<file path="config.mk">
export PLATFORM = sky130hd
export DESIGN_NAME = pmp_entry_match
export DESIGN_NICKNAME = d
export VERILOG_FILES = /design/src/rtl/pmp_pkg.sv /design/src/rtl/pmp_entry_match.sv
export SDC_FILE = /design/constraint.sdc
export NUM_CORES = 1
export LEC_CHECK = 0
export CORE_MARGIN = 1.5
export CORE_UTILIZATION = 53
export DETAILED_ROUTE_END_ITERATION = 6
export GPL_ROUTABILITY_DRIVEN = 1
export GPL_TIMING_DRIVEN = 1
export PLACE_DENSITY = 0.85
export RECOVER_POWER = 100
export SLEW_MARGIN = 20
export SYNTH_ARGS = -nofsm -noshare
export SYNTH_HDL_FRONTEND = slang
export SYNTH_SLANG_ARGS = --single-unit
</file>
<file path="constraint.sdc">
create_clock -name vclk -period 5.92
set_input_delay 1.184 -clock vclk [all_inputs]
set_output_delay 1.184 -clock vclk [all_outputs]
set_load 0.005 [all_outputs]
</file>
<file path="src/rtl/pmp_pkg.sv">
// Shared encodings and the result record for the sequential PMP checker.
// The checker scans the PMP entries a few lanes at a time, and lower entries take priority.
package pmp_pkg;

  typedef enum logic [1:0] {
    A_OFF   = 2'd0,
    A_TOR   = 2'd1,
    A_NA4   = 2'd2,
    A_NAPOT = 2'd3
  } pmp_a_e;

  typedef enum logic [1:0] {
    CMD_READ  = 2'd0,
    CMD_WRITE = 2'd1,
    CMD_EXEC  = 2'd2,
    CMD_RSVD  = 2'd3
  } pmp_cmd_e;

  localparam int CFG_R    = 0;
  localparam int CFG_W    = 1;
  localparam int CFG_X    = 2;
  localparam int CFG_A_LO = 3;
  localparam int CFG_L    = 7;

  localparam logic [1:0] PRV_M = 2'd3;

  // Sized for the largest supported table (64 entries).
  localparam int IDX_MAX_W = 6;

  typedef struct packed {
    logic                 r;
    logic                 w;
    logic                 x;
    logic                 fault;
    logic                 hit;
    logic [IDX_MAX_W-1:0] idx;
  } pmp_result_t;

  // The reserved command always faults. Other commands fault when their permission is missing.
  function automatic logic cmd_fault(input logic [1:0] cmd, input logic r, input logic w,
                                     input logic x);
    unique case (pmp_cmd_e'(cmd))
      CMD_READ:  return ~r;
      CMD_WRITE: return ~w;
      CMD_EXEC:  return ~x;
      CMD_RSVD:  return 1'b1;
    endcase
  endfunction

endpackage

</file>
<file path="src/rtl/pmp_entry_match.sv">
// Combinational region decode for one PMP entry.
// It reports whether the access range [addr, end_addr] touches the region, and whether it lies fully inside.
module pmp_entry_match
  import pmp_pkg::*;
#(
  parameter int ADDR_W = 34
) (
  input  logic [7:0]        cfg,
  input  logic [ADDR_W-3:0] pmp_addr,
  input  logic [ADDR_W-3:0] prev_addr,
  input  logic [ADDR_W-1:0] addr,
  input  logic [ADDR_W-1:0] end_addr,
  output logic              any_match,
  output logic              full_match
);

  localparam int PW = ADDR_W - 2;

  logic [ADDR_W-1:0] lo;
  logic [ADDR_W:0]   last;
  logic              valid;
  logic [PW-1:0]     ones;
  logic              unused_cfg;

  assign unused_cfg = ^{cfg[7:5], cfg[2:0]};

  // The region is held as an inclusive [lo, last] pair, one bit wider than the address.
  // An all-ones NAPOT can then cover the whole space.
  always_comb begin
    ones  = pmp_addr & ~(pmp_addr + PW'(1));
    valid = 1'b0;
    lo    = '0;
    last  = '0;
    unique case (pmp_a_e'(cfg[CFG_A_LO +: 2]))
      A_OFF: ;
      A_TOR: begin
        valid = pmp_addr > prev_addr;
        lo    = {prev_addr, 2'b00};
        last  = {1'b0, pmp_addr, 2'b00} - (ADDR_W+1)'(1);
      end
      A_NA4: begin
        valid = 1'b1;
        lo    = {pmp_addr, 2'b00};
        last  = {1'b0, pmp_addr, 2'b11};
      end
      A_NAPOT: begin
        valid = 1'b1;
        lo    = {pmp_addr & ~ones, 2'b00};
        last  = {1'b0, lo} | {ones, 3'b111};
      end
    endcase
    any_match  = valid && ({1'b0, addr} <= last) && (end_addr >= lo);
    full_match = valid && (addr >= lo) && ({1'b0, end_addr} <= last);
  end

endmodule

</file>
### Yosys cells after proc, flatten, opt, wreduce, memory -nomap -nowiden

Cells that the tools add are included.
Widths: inputs -> output; s select.

| word-level totals | value |
|---|---|
| bits in registers | 0 |
| input port bits | 140 |
| word-level logic and storage cells | 23 |

| operators by class | value |
|---|---|
| $add $sub $neg | 2 |
| order comparisons | 5 |
| eq/ne operators | 3 |
| multiplexer cells | 3 |
| bitwise gates (word level) | 5 |
| reductions and logical operators | 5 |

Operator list:

| operator | count |
|---|---|
| $pmux 35 s3 | 1 |
| $pmux 34 s3 | 1 |
| $le 34x35->1 | 2 |
| $ge 34x34->1 | 2 |
| $and 32x32->32 | 2 |
| $not 32->32 | 2 |
| $or 34x35->35 | 1 |
| $sub 34x1->35 const B | 1 |
| $add 32x1->32 const B | 1 |
| $gt 32x32->1 | 1 |
| $eq 2x2->1 const B | 2 |
| $logic_and 1x1->1 | 4 |
| $eq 2x1->1 const B | 1 |
| $pmux 1 s2 | 1 |
| $reduce_or 2->1 | 1 |

### Depth between registers and ports, before layout

Gate-level depths: netlist of the first run.

| depth | value |
|---|---|
| depth after elaboration | 10 |
| depth in mapped cells | 17 |
| depth with buffers taken out | 16 |

### Worst setup path after synthesis of the first run

No wires, ideal clock.

| timing path | value |
|---|---|
| path kind | input to output |
| start point | in pmp_addr[9] |
| end point | out full_match |
| arrival time | 4,226 ps |
| data required time | 4,736 ps |
| path slack | 510 ps |
| cell stages on the path | 15 |
| path buffers | 1 |
| cell sequence | buf_4 > or4_1 > nor4_4 > nand3_1 > nor3_1 > xnor2_1 > nor2_1 > o22ai_1 > ha_1 > nand4_1 > or4_1 > inv_1 > a31oi_1 > o211ai_1 > o211a_1 |

| between the ends | value |
|---|---|
| longest elaborated chain between the ends | 9 |
| elaborated cells on any way between the ends | 15 |

RTL lines:

| what | RTL line | source |
|---|---|---|
| from (decl) | pmp_entry_match.sv:9 | `input logic [ADDR_W-3:0] pmp_addr,` |
| $add 32x1->32 | pmp_entry_match.sv:30 | `ones = pmp_addr & ~(pmp_addr + PW'(1));` |
| $not 32->32 | pmp_entry_match.sv:30 |  |
| $and 32x32->32 | pmp_entry_match.sv:30 |  |
| $not 32->32 | pmp_entry_match.sv:48 | `lo = {pmp_addr & ~ones, 2'b00};` |
| $and 32x32->32 | pmp_entry_match.sv:48 |  |
| $or 34x35->35 / $pmux 34 s3 (equally long branches) | pmp_entry_match.sv:49, pmp_entry_match.sv:34 |  |
| $pmux 35 s3 / $ge 34x34->1 (equally long branches) | pmp_entry_match.sv:34, pmp_entry_match.sv:53 |  |
| $le 34x35->1 / $logic_and 1x1->1 (equally long branches) | pmp_entry_match.sv:53 | `full_match = valid && (addr >= lo) && ({1'b0, end_addr} <= last);` |
| $logic_and 1x1->1 (*) | pmp_entry_match.sv:53 |  |
| to (decl) | pmp_entry_match.sv:14 | `output logic full_match` |

Every way passes the cells marked *; elsewhere a longest branch is shown, timed or not.

### Worst setup path after layout of the first run

| timing path | value |
|---|---|
| start point | in pmp_addr[4] |
| end point | out any_match |

| between the ends | value |
|---|---|
| longest elaborated chain between the ends | 10 |
| elaborated cells on any way between the ends | 15 |

RTL lines:

| what | RTL line | source |
|---|---|---|
| $add 32x1->32 | pmp_entry_match.sv:30 |  |
| $not 32->32 | pmp_entry_match.sv:30 |  |
| $and 32x32->32 | pmp_entry_match.sv:30 |  |
| $not 32->32 | pmp_entry_match.sv:48 |  |
| $and 32x32->32 | pmp_entry_match.sv:48 |  |
| $or 34x35->35 | pmp_entry_match.sv:49 | `last = {1'b0, lo} \| {ones, 3'b111};` |
| $pmux 35 s3 | pmp_entry_match.sv:34 | `unique case (pmp_a_e'(cfg[CFG_A_LO +: 2]))` |
| $le 34x35->1 | pmp_entry_match.sv:52 | `any_match = valid && ({1'b0, addr} <= last) && (end_addr >= lo);` |
| $logic_and 1x1->1 | pmp_entry_match.sv:52 |  |
| $logic_and 1x1->1 (*) | pmp_entry_match.sv:52 |  |
| to (decl) | pmp_entry_match.sv:13 | `output logic any_match,` |

Marks and branches as above.

==> flow_summary.yaml, run 1 <==
hold_path:
  min_from: "cfg[3]"
  hold_path_class: "in2out"
  holdPathStages: 6
  min_to: "full_match"
cells_and_area:
  regArea_um2: 0
  seq_cells: 0
  stdcell_count: 1205
  layout_commonest_cell: "buf_4"
  num_antenna_cells: 0
  drive_gt1_frac: 0.3096
  clock_buffers: 0
  area_growth_pct: 61.99
  nFillCells: 516
  final_nets: 1379
  layout_common_cells: "buf_4, ha_1, clkdlybuf4s50_1"
power:
  power_density_mw_per_mm2: 80.47
  leakage_nw: 4.199
  p_comb_frac: 1.000
  p_total_mw: 0.7406
  switching_share: 0.5164
  p_switching_mw: 0.3825
  intPower_mw: 0.3582
  clockPowerShare: 0
  pwr-share-seq: 0
  ir_worst_vdd_uv: 59.82
timing:
  fmax_mhz: 167.2
  fin_crit_ns: 5.980
  finalCritPeriodShare: 1.010
  hold_viol_final: 0
  setup_viol: 2
  slew_headroom: 0.4526
  setup_ws_ns: -0.06050
  maxSlewViolCount: 0
  worst_pin_slew_ns: 0.8136
place:
  portBuffers: 136
  dp.cells: 1181
  gp_congestion: 0.9466
  hpwlAfterDp_um: 19860
status:
  violations: "negative setup slack"
  status: "finished with violations"
routing:
  drtIter0Drc: 1205
  via_per_inst: 6.958
  route.detailed.drc: 0
  via_count: 8384
  wire_per_inst_um: 22.72
  first_pass_iters: 5
  wirelength_um: 27370
  ant_nets: 0
floorplan:
  io_pins: 142
  die_h_um: 106.5
  initial_core_util: 0.5479
  core_mm2: 0.01037
  dieArea_mm2: 0.01135
  core.rowCount: 37
  die_w_um: 106.5
global_routing:
  grt_max_degree: 24
  grt_antenna_before_repair: 0
  overflow: 0
  grt_usage: 0.4248
  first_global_vias: 8005
  grt_pass1_wl_um: 38910
synth:
  ys_types: 65
  syn_avg_cell_area_um2: 7.408
  syn_nets: 1075
  synth_cells: 767
  yosysSeqAreaShare: 0
  yosys_warnings: 0
  syn_area_mm2: 0.005682
flow_run:
  maxCapViolCount: 0
worst_setup_path:
  critical_path_class: "in2out"
  crit_family: "simple AND/OR/NAND/NOR gates"
  cp_max_fo: 9
  max_stage_delay_ns: 0.38
  cp.arrival_ns: 4.80
  worstPathRequired_ns: 4.74
  cp_num_cells: 21
  startpoint_type: "input pin"
  crit_chain: "buf_2 > buf_4 > buf_4 > and4_4 > nand2_1 > nor2_2 > nand3_1 > buf_4 > o21bai_1 > a22oi_1 > buf_4 > buf_4 > ha_4 > nand4_1 > nor4bb_2 > o21ai_1 > o211ai_1 > o41a_1 > o211ai_1 > o2111a_1 > buf_2"
  crit_slowest_cell: "nor4bb_2"
  cp_common_cell: "buf_4"
  crit_buf_inv: 7
  end_kind: "primary output"
clocking:
  holdBufCountCts: 0
==> cells in the mapped netlist (all sizes together), types with 4 or more instances <==
| library cell | count | area, um^2 |
|---|---|---|
| o21ai | 40 | 200.2 |
| buf | 15 | 115.1 |
| xnor2 | 15 | 131.4 |
| nor4 | 13 | 111.4 |
| o21a | 9 | 67.56 |
| and4 | 7 | 62.56 |
| nor2b | 9 | 56.30 |
| or3 | 5 | 32.53 |
| and3 | 7 | 43.79 |
| inv | 48 | 180.2 |
| nand3 | 25 | 137.6 |
| ha | 168 | 2102 |
| a21o | 25 | 188.9 |
| a32oi | 5 | 43.79 |
| o211ai | 9 | 67.56 |
| a22oi | 19 | 142.6 |
| a311oi | 5 | 43.79 |
| nand2 | 53 | 198.9 |
| and2 | 5 | 31.28 |
| a221oi | 4 | 35.03 |
| nand2b | 5 | 31.28 |
| a21oi | 76 | 380.4 |
| nor3 | 22 | 110.1 |
| a211oi | 11 | 82.58 |
| a31oi | 13 | 81.33 |
| clkbuf | 16 | 60.06 |
| o31ai | 4 | 30.03 |
| or4 | 6 | 52.55 |
| nor2 | 35 | 131.4 |
| nand4 | 37 | 246.5 |
| xor2 | 11 | 96.34 |
| o21bai | 5 | 37.54 |
| a2111oi | 4 | 35.03 |
| a21boi | 5 | 37.54 |
| or2 | 4 | 27.53 |
==> power by group through the flow <==
stage | Sequential [mW] | Clock (mW) | Combinational [mW]
6_report | 0 | 0 | 0.741
5_1_grt | 0 | 0 | 0.789
4_1_cts | 0 | 0 | 0.660
3_5_place_dp | 0 | 0 | 0.619
3_3_place_gp | 0 | 0 | 0.584
2_1_floorplan | 0 | 0 | 0.308
==> layout make-up <==
cell class	instances	area [um^2]	share of cell area
inverters	48	180.2	0.01958
well taps	136	170.2	0.01849
repair buffers	333	2806	0.3049
multi-input cells	688	6047	0.6570
==> worst min-delay path, stage by stage <==
cell and delay, ns:
dlymetal6s2s_1 0.20, buf_4 0.21, a21oi_1 0.14, a21oi_1 0.12
o211a_1 0.13, buf_2 0.12
==> what timing repair did <==
item                                    4_1_cts  5_1_grt
pin swaps                                    57       50
gates resized for setup                     147       73
buffers inserted                             18        8
endpoints found under the setup margin        2        2
==> per-layer routing <==
metal / up-vias / track usage / part of all wire / wire length (um)
met5: - / 0 / 0 / 0
met4: 0 / 0.1629 / 0.074 / 2032
met3: 224 / 0.05947 / 0.11 / 3105
met2: 717 / 0.7323 / 0.44 / 12110
met1: 3848 / 0.5322 / 0.37 / 10130
li1: 3595 / - / - / -
==> per-stage QoR <==
step                      setup TNS, ns  setup slack (ns)    util  area [um^2]  hold slack (ns)
after floorplan                       0            0.5096       -         5682            2.677
after global placement           -1.640           -0.8423  0.8037         8334            3.659
after detailed placement         -1.790           -0.9648  0.8037         8334            3.720
after CTS                             0           0.01208  0.8570         8887            3.394
after global routing            -0.2431           -0.1659  0.8875         9204            3.355
final                          -0.07734          -0.06050  0.8875         9204            3.290
==> cells by family after synthesis <==
kind of cell	synth area share
mux	0.003744
compound gates	0.2907
buf+inv	0.06254
xor+xnor	0.04008
simple gates	0.2330
fa+ha+maj	0.3700
==> how the worst max path moves through the flow <==
stage / start / end / slack (ns)
global placement: pmp_addr[5] / any_match / -0.84
CTS: pmp_addr[6] / any_match / 0.01
finish: pmp_addr[4] / any_match / -0.06
detailed placement: pmp_addr[6] / any_match / -0.96
global route: pmp_addr[4] / any_match / -0.17
floorplan: pmp_addr[9] / full_match / 0.51
Power figures use the tool's default switching activity.
==> inputs of run 2 (changes only) <==
ABC_CLOCK_PERIOD_IN_PS = 6700   (was default)
REMOVE_ABC_BUFFERS = 1   (was default)
clock period = 6.7 ns   (was 5.92 ns; I/O delays follow)
==> run 2 against run 1 <==
The flow now finishes without violations. Via count is 10% lower. Critical endpoint is now full_match. Cell count down 2.8%. Cell area is 7.1% lower. Count of clock-buffer cells in the layout stayed put. Total power fell by 23%. Hold slack improved by 0.59 ns. Setup slack better by 0.20 ns. First-iteration DRC count fell by 44%. Sequential cell count unchanged.
==> flow_summary.yaml, run 2 (synthesized netlist as in run 1, its figures left out) <==
timing:
  rsz0062_at_grt: "no"
  slew_headroom: 0.4250
  maxSlewViolCount: 0
  fin_crit_ns: 6.559
  worst_pin_slew_ns: 0.8513
  finalCritPeriodShare: 0.9789
  fmax_mhz: 152.5
  setup_viol: 0
  hold_viol_final: 0
cells_and_area:
  num_antenna_cells: 0
  seq_cells: 0
  layout_commonest_cell: "ha_1"
  layout_common_cells: "ha_1, buf_4, clkdlybuf4s50_1"
  area_growth_pct: 50.45
  nFillCells: 715
  clock_buffers: 0
  final_nets: 1345
  fin_area_mm2: 0.008548
  regArea_um2: 0
  drive_gt1_frac: 0.2222
power:
  p_total_mw: 0.5675
  pwr-share-seq: 0
  p_switching_mw: 0.2894
  clockPowerShare: 0
  switching_share: 0.5099
  leakage_nw: 3.964
  ir_worst_vdd_uv: 45.94
  intPower_mw: 0.2781
  power_density_mw_per_mm2: 66.39
  p_comb_frac: 1.000
place:
  place_area_mm2: 0.008167
  portBuffers: 136
  hpwlAfterDp_um: 19110
  gp_congestion: 1.031
flow_run:
  maxCapViolCount: 0
worst_setup_path:
  cp_max_fo: 4
  worstPathRequired_ns: 5.36
  startpoint_type: "input pin"
  cp.arrival_ns: 5.22
  critical_path_class: "in2out"
  end_kind: "primary output"
routing:
  ant_nets: 0
  drtIter0Drc: 673
  route.detailed.drc: 0
  via_count: 7525
  wirelength_um: 22900
  via_per_inst: 6.426
  first_pass_iters: 5
  wire_per_inst_um: 19.55
global_routing:
  overflow: 0
  grt_pass1_wl_um: 36110
  grt_antenna_before_repair: 0
  grt_usage: 0.3916
  first_global_vias: 7602
  grt_max_degree: 36
clocking:
  holdBufCountCts: 0
floorplan:
  dieArea_mm2: 0.01135
  die_h_um: 106.5
  initial_core_util: 0.5479
  die_w_um: 106.5
  core.rowCount: 37
  io_pins: 142
  core_mm2: 0.01037
hold_path:
  holdPathStages: 6
  min_from: "addr[33]"
  hold_path_class: "in2out"
  min_to: "full_match"
status:
  status: "complete, no violations"
-- run 2: changes by cell type in the layout (fill, tap and decap cells not counted), moves of 6 or more --
cell | previous run | this run
buf_2 | 8 | 1
buf_4 | 189 | 156
clkdlybuf4s50_1 | 111 | 117
dlygate4sd2_1 | 4 | 13
ha_1 | 154 | 167
ha_4 | 10 | 1
nor2_1 | 27 | 33
o21ai_1 | 11 | 5
-- run 2: timing repair --
action,in CTS,in global routing
endpoints found under the setup margin,2,2
resized for setup,68,28
cloned,0,0
pin swaps,37,17
buffers inserted,10,4
-- run 2: through the flow --
step | worst slack, ns | hold WS (ns) | std cells | setup TNS [ns] | util
2_1_floorplan | 0.6518 | 2.940 | 736 | 0 | -
3_3_place_gp | -0.4901 | 4.020 | 1157 | -0.9509 | 0.7875
3_5_place_dp | -0.5719 | 4.056 | 1157 | -1.126 | 0.7875
4_1_cts | 0.02946 | 3.852 | 1167 | 0 | 0.8144
5_1_grt | 0.006783 | 3.926 | 1171 | 0 | 0.8243
6_report | 0.1412 | 3.878 | 1171 | 0 | 0.8243
-- run 2: power by group through the flow --
stage | logic (mW) | registers (mW) | clock network (mW)
floorplan | 0.251 | 0 | 0
global placement | 0.500 | 0 | 0
detailed placement | 0.526 | 0 | 0
CTS | 0.544 | 0 | 0
global route | 0.618 | 0 | 0
finish | 0.568 | 0 | 0
-- run 2: per-layer routing --
| metal | vias up | global-route usage | part of all wire |
|---|---|---|---|
| met3 | 62 | 0.04292 | 0.085 |
| met1 | 3519 | 0.5040 | 0.42 |
| met4 | 0 | 0.1267 | 0.033 |
| li1 | 3526 | - | - |
| met2 | 418 | 0.6783 | 0.46 |
| met5 | - | 0 | 0 |
-- run 2: worst max-delay path by stage --
stage / slack, ns / endpoint / depth (start not counted) / start
6_report: 0.14 / full_match / 17 / pmp_addr[0]
2_1_floorplan: 0.65 / any_match / 11 / cfg[3]
3_5_place_dp: -0.57 / full_match / 17 / pmp_addr[1]
3_3_place_gp: -0.49 / full_match / 17 / pmp_addr[1]
4_1_cts: 0.03 / full_match / 16 / pmp_addr[15]
5_1_grt: 0.007 / full_match / 20 / pmp_addr[9]
-- run 2: critical path: stages --
cell           delay [ns]
dlygate4sd2_1        0.26
buf_4                0.15
buf_4                0.13
ha_1                 0.21
and3_4               0.20
and3_4               0.16
buf_4                0.15
a21boi_0             0.26
buf_4                0.16
a21oi_1              0.08
ha_1                 0.33
nand4_1              0.18
a211oi_1             0.13
o41ai_1              0.82
a211oi_1             0.16
o211a_1              0.25
dlygate4sd2_1        0.26
-- run 2: cell type report --
| cell class | instances | area (um^2) | area share |
|---|---|---|---|
| inverters | 48 | 180.2 | 0.02108 |
| multi-input cells | 688 | 5604 | 0.6556 |
| well taps | 136 | 170.2 | 0.01991 |
| repair buffers | 299 | 2594 | 0.3034 |
==> inputs of run 3 (changes only) <==
ABC_AREA = 1   (was default)
CORE_UTILIZATION = 54   (was 53)
==> run 3 against run 2 <==
The run now ends with design-rule violations left. Die area up 11%. Sequential cell count is the same. First-iteration DRC count rose by 36%. Combinational power rose by 3%. Non-clock buffer count down 96. Via count increased by 11%. Routed wire length increased by 8.0%. Fmax increased by 0.59%. Critical path depth rose by 5. Cell area decreased by 1.1%. Area after synthesis is 14% higher. Total power grew 3.3%. Critical endpoint is now any_match. Highest routed layer unchanged.
==> flow_summary.yaml, run 3 <==
place:
  portBuffers: 136
  preCtsSetupSlack_ns: 0.06008
  hpwlAfterDp_um: 21530
  gp_congestion: 1.015
  place_area_mm2: 0.008402
cells_and_area:
  num_antenna_cells: 0
  layout_commonest_cell: "nand2_1"
  regArea_um2: 0
  fin_area_mm2: 0.008454
  area_growth_pct: 30.72
  multi_input_area_mm2: 0.005883
  final_nets: 1550
  nFillCells: 1044
  clock_buffers: 0
  drive_gt1_frac: 0.09919
  seq_cells: 0
  layout_common_cells: "nand2_1, ha_1, inv_1"
synth:
  synth_area_leader_cell: "ha_1"
  yosysMostFrequentCell: "nand2_1"
  synth_cells: 1059
  syn_avg_cell_area_um2: 6.107
  yosysSeqAreaShare: 0
  ys_top_cells_by_count: "nand2_1, ha_1, inv_1, a21oi_1, nor2_1"
  yosys_warnings: 0
  synth_top_area_share: 0.3250
  ys_types: 52
  synth.area.top_cells: "ha_1, nand2_1, a21oi_1"
  syn_area_mm2: 0.006467
global_routing:
  grt_antenna_before_repair: 0
  grt_max_degree: 31
  first_global_vias: 7758
  grt_pass1_wl_um: 38920
  overflow: 0
  grt_usage: 0.3859
worst_setup_path:
  end_kind: "primary output"
  critical_path_class: "in2out"
  cp.arrival_ns: 5.18
  crit_chain: "clkdlybuf4s50_1 > buf_4 > inv_1 > nor2_4 > nand2_4 > nor2_4 > nand2_2 > clkinv_2 > nand2_1 > o211ai_2 > o31ai_1 > a21oi_1 > ha_1 > a21oi_1 > nand3b_1 > a21oi_1 > nor2_1 > nor3_1 > nor2_1 > nand3_1 > a21oi_1 > clkdlybuf4s50_1"
  crit_slowest_cell: "clkdlybuf4s50_1"
  startpoint_type: "input pin"
  crit_buf_inv: 5
  max_stage_delay_ns: 0.52
  cp_num_cells: 22
  crit_family: "buffers and inverters"
  worstPathRequired_ns: 5.36
  cp_common_cell: "a21oi_1"
  cp_max_fo: 6
timing:
  hold_viol_final: 0
  maxSlewViolCount: 0
  worst_pin_slew_ns: 0.6168
  fmax_mhz: 153.4
  slew_headroom: 0.5850
  setup_ws_ns: 0.1799
  finalCritPeriodShare: 0.9732
  rsz0062_at_grt: "no"
  setup_viol: 0
  fin_crit_ns: 6.520
  setup-tns-final_ns: 0
power:
  ir_worst_vdd_uv: 47.56
  p_total_mw: 0.5865
  leakage_nw: 4.116
  power_density_mw_per_mm2: 69.37
hold_path:
  min_to: "any_match"
  min_from: "end_addr[0]"
  holdPathStages: 9
  hold_path_class: "in2out"
status:
  status: "finished with violations"
  violations: "design-rule violations"
routing:
  drtIter0Drc: 913
  first_pass_iters: 7
  wirelength_um: 24730
  ant_nets: 0
  via_count: 8318
  wire_per_inst_um: 17.88
  route.detailed.drc: 3
  via_per_inst: 6.014
floorplan:
  core_mm2: 0.01156
  initial_core_util: 0.5592
  die_h_um: 112.4
  dieArea_mm2: 0.01264
  die_w_um: 112.4
  io_pins: 142
  core.rowCount: 39
clocking:
  cts_setup_buffers: 0
flow_run:
  maxCapViolCount: 0
## run 3: cell count changes after synthesis, sizes merged, moves of 23 or more
cell,delta
a21oi,+41
nand2,+144
nand3,+23
nor2,+94
inv,+84
a21o,-23
o21ai,+24
## run 3: metal layers
metal,share of wire,track usage,up-vias,routed length [um]
li1,-,-,4117,-
met1,0.45,0.5579,3695,11020
met2,0.42,0.6049,461,10280
met3,0.11,0.04266,45,2653
met4,0.031,0.1072,0,777
met5,0,0,-,0
## run 3: report_power, final
group          switching [mW]  internal, mW
Clock                       0             0
Combinational           0.333         0.254
Sequential                  0             0
## run 3: cell type report
| type | count | area share |
|---|---|---|
| tap | 143 | 0.02116 |
| timing repair buffer | 203 | 0.2229 |
| multi-input combinational | 902 | 0.6959 |
| inverter | 135 | 0.06009 |
## run 3: stage by stage
step                hold slack (ns)  utilization  std cells
global placement              4.085       0.7265       1383
finish                        4.100       0.7310       1383
CTS                           4.098       0.7265       1383
floorplan                     3.017            -       1037
detailed placement            4.088       0.7265       1383
global route                  4.172       0.7310       1383
## run 3: worst min-delay path, stage by stage
cell             delay (ns)
clkdlybuf4s50_1        0.48
nor2_1                 0.05
nand3_1                0.08
nor3_1                 0.06
nand4_1                0.09
nand3_1                0.08
nand2_1                0.09
a21oi_1                0.05
clkdlybuf4s50_1        0.44
## run 3: worst max-delay path by stage
stage                            end          from  slack (ns)
final                      any_match   pmp_addr[6]        0.18
after global routing      full_match  pmp_addr[14]        0.01
after CTS                  any_match   pmp_addr[1]        0.04
after detailed placement   any_match   pmp_addr[1]        0.06
after global placement     any_match   pmp_addr[1]        0.05
after floorplan            any_match        cfg[3]        0.21
## run 3: logic make-up after synthesis
kind of cell    after synthesis  synth area share
simple gates                488            0.3608
compound gates              238            0.2076
fa+ha+maj                   168            0.3250
buf+inv                     157           0.09576
xor+xnor                      8           0.01083
## run 3: timing repair
item / CTS / global route
endpoints found under the setup margin: 0 / 2
gates resized for setup: 0 / 16
hold buffers: 0 / 0
